## src/rtl/lag_scan_scheduler.sv

```systemverilog
// Lag / sampling-divisor scan sequencer: on each packet-done step, walks all
// auto and cross scan entries through one shared adder/comparator, one per clock.
module lag_scan_scheduler #(
  parameter int NUM_INPUTS = 8,
  parameter int VAL_WIDTH  = 20,
  parameter int INC_WIDTH  = 12,
  parameter int DROP_WIDTH = 8
) (
  input  logic                             clk,
  input  logic                             reset,
  input  logic                             step,
  input  logic                             load,
  input  logic                             hold,
  input  logic [NUM_INPUTS-1:0]            auto_en,
  input  logic [NUM_INPUTS-1:0]            cross_en,
  input  logic [NUM_INPUTS*VAL_WIDTH-1:0]  auto_start_a,
  input  logic [NUM_INPUTS*VAL_WIDTH-1:0]  auto_len_a,
  input  logic [NUM_INPUTS*INC_WIDTH-1:0]  auto_inc_a,
  input  logic [NUM_INPUTS*VAL_WIDTH-1:0]  cross_start_a,
  input  logic [NUM_INPUTS*VAL_WIDTH-1:0]  cross_len_a,
  input  logic [NUM_INPUTS*INC_WIDTH-1:0]  cross_inc_a,
  output logic [NUM_INPUTS*VAL_WIDTH-1:0]  auto_cur_a,
  output logic [NUM_INPUTS*VAL_WIDTH-1:0]  cross_cur_a,
  output logic [2*NUM_INPUTS-1:0]          wrap,
  output logic                             busy,
  output logic                             done,
  output logic [DROP_WIDTH-1:0]            drop_count,
  output logic [1:0]                       dbg_state,
  output logic                             dbg_pending
);

  // Handshake: step and load are single-cycle strobes with no ready; a step that
  // cannot be absorbed by the one-deep pending flag is counted in drop_count.

  localparam int NE = 2 * NUM_INPUTS;
  localparam int KW = (NE > 1) ? $clog2(NE) : 1;
  localparam int IW = (NUM_INPUTS > 1) ? $clog2(NUM_INPUTS) : 1;

  typedef enum logic [1:0] {
    S_IDLE  = 2'd0,
    S_SWEEP = 2'd1,
    S_DONE  = 2'd2
  } state_t;

  state_t                 state_q, state_d;
  logic [KW-1:0]          k_q;
  logic                   pending_q;
  logic                   sweep_start;
  logic [NE-1:0]          shadow_q;
  logic [VAL_WIDTH-1:0]   auto_cur  [NUM_INPUTS];
  logic [VAL_WIDTH-1:0]   cross_cur [NUM_INPUTS];

  // Shared datapath for the entry selected by k_q
  logic                   is_cross;
  logic [IW-1:0]          sel;
  logic                   en_sel;
  logic [VAL_WIDTH-1:0]   cur_sel;
  logic [VAL_WIDTH-1:0]   start_sel;
  logic [VAL_WIDTH-1:0]   len_sel;
  logic [INC_WIDTH-1:0]   inc_sel;
  logic [VAL_WIDTH:0]     next_sum;
  logic [VAL_WIDTH:0]     limit;
  logic                   advance;
  logic [VAL_WIDTH-1:0]   new_val;
  logic                   new_wrap;

  always_comb begin
    is_cross  = (k_q >= KW'(NUM_INPUTS));
    sel       = is_cross ? IW'(k_q - KW'(NUM_INPUTS)) : IW'(k_q);
    en_sel    = is_cross ? cross_en[sel] : auto_en[sel];
    cur_sel   = is_cross ? cross_cur[sel] : auto_cur[sel];
    start_sel = is_cross ? cross_start_a[sel*VAL_WIDTH +: VAL_WIDTH]
                         : auto_start_a[sel*VAL_WIDTH +: VAL_WIDTH];
    len_sel   = is_cross ? cross_len_a[sel*VAL_WIDTH +: VAL_WIDTH]
                         : auto_len_a[sel*VAL_WIDTH +: VAL_WIDTH];
    inc_sel   = is_cross ? cross_inc_a[sel*INC_WIDTH +: INC_WIDTH]
                         : auto_inc_a[sel*INC_WIDTH +: INC_WIDTH];
    // One extra bit so start+len and cur+inc never overflow before the compare
    next_sum  = {1'b0, cur_sel} + (VAL_WIDTH+1)'(inc_sel);
    limit     = {1'b0, start_sel} + {1'b0, len_sel};
    advance   = en_sel && (next_sum < limit);
    new_val   = advance ? next_sum[VAL_WIDTH-1:0] : start_sel;
    new_wrap  = en_sel && !advance;
  end

  always_comb begin
    state_d     = state_q;
    sweep_start = 1'b0;
    case (state_q)
      S_IDLE: begin
        if ((pending_q || step) && !hold) begin
          state_d     = S_SWEEP;
          sweep_start = 1'b1;
        end
      end
      S_SWEEP: begin
        if (k_q == KW'(NE - 1)) state_d = S_DONE;
      end
      S_DONE: begin
        if (pending_q && !hold) begin
          state_d     = S_SWEEP;
          sweep_start = 1'b1;
        end else begin
          state_d = S_IDLE;
        end
      end
      default: state_d = S_IDLE;
    endcase
    if (load) begin
      state_d     = S_IDLE;
      sweep_start = 1'b0;
    end
  end

  always_ff @(posedge clk or negedge reset) begin
    if (!reset) begin
      state_q    <= S_IDLE;
      k_q        <= '0;
      pending_q  <= 1'b0;
      shadow_q   <= '0;
      wrap       <= '0;
      drop_count <= '0;
      for (int i = 0; i < NUM_INPUTS; i++) begin
        auto_cur[i]  <= '0;
        cross_cur[i] <= '0;
      end
    end else begin
      state_q <= state_d;
      if (load) begin
        // Abort any sweep; a step in the same cycle is discarded, not dropped
        k_q       <= '0;
        pending_q <= 1'b0;
        shadow_q  <= '0;
        wrap      <= '0;
        for (int i = 0; i < NUM_INPUTS; i++) begin
          auto_cur[i]  <= auto_start_a[i*VAL_WIDTH +: VAL_WIDTH];
          cross_cur[i] <= cross_start_a[i*VAL_WIDTH +: VAL_WIDTH];
        end
      end else begin
        if (sweep_start) begin
          pending_q <= 1'b0;
          k_q       <= '0;
        end else if (step) begin
          pending_q <= 1'b1;
        end
        if (step && pending_q && (drop_count != {DROP_WIDTH{1'b1}})) begin
          drop_count <= drop_count + DROP_WIDTH'(1);
        end
        if (state_q == S_SWEEP) begin
          if (is_cross) cross_cur[sel] <= new_val;
          else          auto_cur[sel]  <= new_val;
          shadow_q[k_q] <= new_wrap;
          k_q           <= k_q + KW'(1);
        end
        if (state_q == S_DONE) wrap <= shadow_q;
      end
    end
  end

  for (genvar g = 0; g < NUM_INPUTS; g++) begin : g_pack
    assign auto_cur_a[g*VAL_WIDTH +: VAL_WIDTH]  = auto_cur[g];
    assign cross_cur_a[g*VAL_WIDTH +: VAL_WIDTH] = cross_cur[g];
  end

  assign busy        = (state_q == S_SWEEP);
  assign done        = (state_q == S_DONE);
  assign dbg_state   = state_q;
  assign dbg_pending = pending_q;

endmodule

```

## config.mk

```make
export PLATFORM = sky130hd
export DESIGN_NAME = lag_scan_scheduler
export DESIGN_NICKNAME = d
export VERILOG_FILES = /design/src/rtl/lag_scan_scheduler.sv
export SDC_FILE = /design/constraint.sdc
export NUM_CORES = 1
export LEC_CHECK = 0
export ABC_AREA = 1
export CELL_PAD_IN_SITES_DETAIL_PLACEMENT = 0
export CELL_PAD_IN_SITES_GLOBAL_PLACEMENT = 1
export CORE_AREA = 2 2 467 469
export DETAILED_ROUTE_END_ITERATION = 12
export DIE_AREA = 0 0 469 471
export GPL_ROUTABILITY_DRIVEN = 1
export HOLD_SLACK_MARGIN = 0.02
export PLACE_DENSITY = 0.41
export SETUP_SLACK_MARGIN = 0.4
export SKIP_LAST_GASP = 1
export SYNTH_ARGS = -nofsm -noshare
export SYNTH_HDL_FRONTEND = slang
export SYNTH_SLANG_ARGS = --single-unit
```

## constraint.sdc

```tcl
create_clock -name clk -period 15.8 [get_ports clk]
set_input_delay 3.16 -clock clk [delete_from_list [all_inputs] [get_ports clk]]
set_output_delay 3.16 -clock clk [all_outputs]
set_load 0.02 [all_outputs]
```

Word level (Yosys, flattened, before mapping):

Index checks and enable logic that the tools add are counted.

* register bits after elaboration: 367
* input bits: 853
* word-level logic and storage cells: 121
* output and inout port bits: 349

* shift-type cells: 6
* multiply operators: 2
* bitwise logic cells: 2
* reductions and logical operators: 21
* $lt $le $gt $ge: 7
* mux-type cells: 49
* add/subtract/negate cells: 5
* equal/unequal tests: 7

Operators by type and width (count)
* $mux W160: 6
* $shiftx A160 B9 Y20: 4
* $bwmux W160: 2
* $shiftx A96 B8 Y12: 2
* $mux W20: 9
* $bmux W20 S3: 2
* $mux W16: 4
* $demux W20 S3: 1
* $add A20 B12 Y21: 1
* $add A20 B20 Y21: 1
* $lt A21 B21 Y1: 1
* $bwmux W16: 1
* $mux W12: 1
* $mux W4: 3
* $mux W1: 11
* $add A8 B1 Y8 const B: 1
* $ge A4 B4 Y1 const B: 2
* $logic_and A1 B1 Y1: 8
* $ne A8 B8 Y1 const B: 1
* $reduce_and A2 Y1: 4
* $bmux W1 S3: 2
* $mul A3 B3 Y6 const B: 1
* $mux W2: 3
* $pmux W2 S3: 1
* other kinds (23): 27

Longest topological paths before layout:

* depth in word-level cells: 15
* gate-level depth with buffers: 37
* depth with buffers taken out: 33

Worst setup path after synthesis:

No wires, ideal clock.

* kind: input port to flip-flop
* start: in cross_len_a[122]
* end: reg auto_cur, in the netlist auto_cur_a[119]
* library setup time: 122 ps
* setup slack: 8948 ps
* data arrival time: 6729 ps
* required time: 15678 ps
* stages: 24
* cell sequence: nand2_1 -> a32o_1 -> a221oi_1 -> ha_1 -> a21oi_1 -> o21ai_0 -> a21oi_1 -> o21ai_0 -> a21oi_1 -> o21ai_0 -> a21oi_1 -> xor2_1 -> ha_1 -> nand2_1 -> inv_1 -> nand2_1 -> nand3_1 -> a21oi_1 -> o211ai_1 -> nor2_2 -> buf_4 -> nand3_2 -> nand3_2 -> a21oi_1

* longest elaborated chain between the ends: 10

Ends and longest elaborated chain
* start: declaration: RTL line 20 `input logic [NUM_INPUTS*VAL_WIDTH-1:0] cross_len_a,`
* $shiftx A160 B9 Y20: RTL line 74 `len_sel = is_cross ? cross_len_a[sel*VAL_WIDTH +: VAL_WIDTH]`
* $mux W20: RTL line 74
* $add A20 B20 Y21: RTL line 80 `limit = {1'b0, start_sel} + {1'b0, len_sel};`
* $lt A21 B21 Y1: RTL line 81 `advance = en_sel && (next_sum < limit);`
* $logic_and A1 B1 Y1: RTL line 81
* $mux W20: RTL line 82 `new_val = advance ? next_sum[VAL_WIDTH-1:0] : start_sel;`
* $bwmux W160: RTL line 151 `else auto_cur[sel] <= new_val;`
* $mux W160: RTL line 150 `if (is_cross) cross_cur[sel] <= new_val;`
* $mux W160: RTL line 149 `if (state_q == S_SWEEP) begin`
* $mux W160: RTL line 129 `if (load) begin`
* end signal: indexed assignment: RTL line 136 `auto_cur[i] <= auto_start_a[i*VAL_WIDTH +: VAL_WIDTH];`
* end signal: indexed assignment: RTL line 151
* end: declaration: RTL line 50 `logic [VAL_WIDTH-1:0] auto_cur [NUM_INPUTS];`

No other way between the ends. The select of a mux whose other input is x is not followed.
A chain may end at the register's enable or synchronous reset.

Final worst setup path:

* start: reg k_q[3]
* end: reg auto_cur, in the netlist auto_cur_a[144]

* longest elaborated chain between the ends: 15

Ends and longest elaborated chain
* start: declaration: RTL line 46 `logic [KW-1:0] k_q;`
* start signal: assignment: RTL line 153 `k_q <= k_q + KW'(1);`
* $ge A4 B4 Y1 (*): RTL line 68 `is_cross = (k_q >= KW'(NUM_INPUTS));`
* branches (longest 14 deep; another with $add A20 B20 Y21)

Every way passes the cells marked *. The select of a mux whose other input is x is not followed.

==> flow_metrics.env <==
export IMPL_status="finished, final reports clean"
export IMPL_drc=0
export IMPL_overflow=0
export IMPL_io_pins=1202
export IMPL_rsz0062_at_grt="false"
export IMPL_core_area_sq_um=216000
export IMPL_final_max_slew_viol_count=0
export IMPL_htree_levels=2
export IMPL_grt_max_degree=179
export IMPL_critPathMaxStageDelay_ps=1010
export IMPL_fin_crit_ps=9920
export IMPL_finish_utilization_pct=21.0
export IMPL_cts_tree="done"
export IMPL_syn_instance_count=4273
export IMPL_ys_async_sr_fraction_pct=100
export IMPL_r2r_end="auto_cur_a[144]"
export IMPL_avgSynthCellArea_sq_um=6.63
export IMPL_finalSetupTns_ps=0
export IMPL_drtIter0Drc=3745
export IMPL_synth_fp_nets=5185
export IMPL_synth_edf_count=0
export IMPL_cap_violations=0
export IMPL_seq_area_sq_um=9190
export IMPL_port_buffers=1201
export IMPL_initial_utilization_pct=13.1
export IMPL_drive_gt1_share_pct=5.95
export IMPL_hp_class="flip-flop to flip-flop"
export IMPL_crit_arrival_ps=10440
export IMPL_ys_warn_count=0
export IMPL_fmax_ghz=0.101
export IMPL_multiInputGateArea_sq_um=17300
export IMPL_end_kind="flip-flop"
export IMPL_cts_max_path_buffers=3
export IMPL_syn_to_final_growth_pct=60.2
export IMPL_place_gp_congestion=0.905
export IMPL_hold_slack_ps=513
export IMPL_yosys_register_bits=367
export IMPL_power_leakage_uw=0.0183
export IMPL_grt_pass1_wl_microns=388000
export IMPL_post_cts_setup_buffers=0
export IMPL_syn_area_sq_um=28300
export IMPL_die_h_microns=471
export IMPL_fin_skew_ps=27.0
export IMPL_fp_dieW_microns=469
export IMPL_cp_slowest_cell="a221oi_1"
export IMPL_detail_route_antenna_nets=0
export IMPL_ys_types=58
export IMPL_cts_buffers=47
export IMPL_rrSetupSlack_ps=5880
export IMPL_ys_seq_area_share_pct=32.4
export IMPL_routedWlPerCell_microns=36.6
export IMPL_min_period_over_period_pct=62.8
export IMPL_ctsResizeCount=0
export IMPL_worst_pin_slew_ps=1270
export IMPL_wl_microns=303000
export IMPL_hold_viol_final=0
export IMPL_setup_viol=0
export IMPL_vdd_drop_max_mv=0.0806
export IMPL_track_usage_pct=26.2
export IMPL_vias_per_cell=4.66
export IMPL_start_kind="flip-flop"
export IMPL_cts_root_buf="clkbuf_16"
export IMPL_dieArea_sq_um=221000
export IMPL_dpl_hpwl_microns=240000
export IMPL_clock_sinks=367
export IMPL_critical_path_class="flip-flop to flip-flop"
export IMPL_clkLatencyLatePin_ps=650
export IMPL_worstReg2RegStart="k_q[3]"
export IMPL_drt_first_pass_iters=6
export IMPL_row_count=171
export IMPL_vias=38600
export IMPL_grt_pass1_vias=38100
export IMPL_fillers=24600
export IMPL_cts_clk_slew_worst_paths_ps=70
export IMPL_r2r_cells=29
export IMPL_antenna_found_initial=166
export IMPL_required_ps=16320
export IMPL_slew_headroom_pct=14.7
export IMPL_path_max_fanout=74
export IMPL_crit_end="auto_cur_a[144]"
export IMPL_power_density_nw_per_um2=116
export IMPL_worstSetupStartpoint="k_q[3]"
export IMPL_worst_path_most_repeated_cell="a21oi_1"
export IMPL_synthFlopType="dfrtp_1"
export IMPL_ctsHoldBuffers=0
export IMPL_fin_nets=6220
[cells by family after synthesis]
group	share of synthesized area (%)
and+or+nand+nor	30.4
AOI/OAI and AO/OA	25.3
buffers and inverters	6.98
DFF	32.4
adders and majority gates	2.66
xor gates and xnor gates	1.14
muxes	1.07
[state kept, by name, indices dropped and copies added, names as in the netlist]
signal       cells
auto_cur_a     160
cross_cur_a    160
dbg_pending      1
dbg_state        2
drop_count       8
k_q              4
shadow_q        16
wrap            16
[metrics by stage]
stage / worst slack (ps) / std cells / instance area, sq um / total power [uW]
floorplan: 8950 / 4273 / 28300 / 2440
global placement: 5670 / 8113 / 43600 / 4040
detailed placement: 5700 / 8113 / 43600 / 4040
CTS: 5740 / 8199 / 45200 / 5270
global route: 5110 / 8241 / 45300 / 5450
finish: 5880 / 8273 / 45400 / 5240
[layout by cell type (no fill, tap or decap), types with 18 or more instances in the layout]
cell type / count
clkbuf_16: 48
diode_2: 74
nand2_2: 38
ha_1: 57
a31oi_1: 22
a21oi_1: 823
o22ai_1: 65
clkdlybuf4s50_1: 1199
a32o_1: 97
dfrtp_1: 364
xor2_1: 26
a221oi_1: 18
mux2i_1: 27
a32oi_1: 21
nand3_2: 29
nand2_1: 1115
nand3_1: 323
nor2_1: 454
o21ai_0: 87
nor3_1: 31
buf_4: 96
inv_1: 159
[synth_stat cells, drive strengths merged (21+ instances only)]
cell type	n	area [sq um]
xor2	26	228
o21ai	96	480
dfrtp	367	9180
nand2	1153	4420
nand3	353	1920
a21oi	823	4120
a32oi	21	184
nor2	482	1850
nor3	32	160
mux2i	27	270
clkbuf	190	713
buf	127	604
o22ai	65	407
a32o	97	971
a31oi	22	138
ha	57	713
inv	173	652
[worst max-delay path, delay by kind of cell, from the launching register on]
kind | cells | cell delay [ps]
adder cells (fa/ha/maj) | 2 | 670
AND/OR/NAND/NOR | 6 | 1240
AO/OA/AOI/OAI | 12 | 3190
flip-flops | 1 | 710
buffers and inverters | 8 | 3590
XOR/XNOR | 1 | 170
[layout make-up]
type                    count  area share, %
clock buffers              68           3.03
well taps                2854           7.87
clock inverters            18          0.513
repair buffers           1303           28.4
inverters                 175           1.49
multi-input cells        3414           38.1
flip-flops and latches    367           20.3
diodes                     74          0.408
[routing by layer]
layer | global-route usage (%) | up-vias | wire length [microns] | part of all wire (%)
met1 | 32.3 | 19300 | 124000 | 41
li1 | - | 16900 | - | -
met5 | 0 | - | 435 | 0.14
met4 | 12.0 | 68 | 14300 | 4.7
met3 | 6.13 | 409 | 23300 | 7.7
met2 | 42.9 | 1918 | 141000 | 46
[where the power goes]
part / internal (uW) / switching, uW / leakage (uW)
clock network: 686 / 519 / 0.000797
logic: 905 / 1790 / 0.0131
registers: 1100 / 242 / 0.00434
total: 2690 / 2560 / 0.0183
[how the worst min path moves through the flow]
stage	startpoint	to	slack [ps]	depth (start not counted)
6_report	wrap[3]	wrap[3]	510	1
3_5_place_dp	drop_count[7]	drop_count[7]	500	1
2_1_floorplan	shadow_q[15]	shadow_q[15]	470	1
4_1_cts	wrap[3]	wrap[3]	520	1
3_3_place_gp	shadow_q[13]	wrap[13]	500	2
5_1_grt	drop_count[7]	drop_count[7]	530	1
Power figures use the tool's default switching activity.
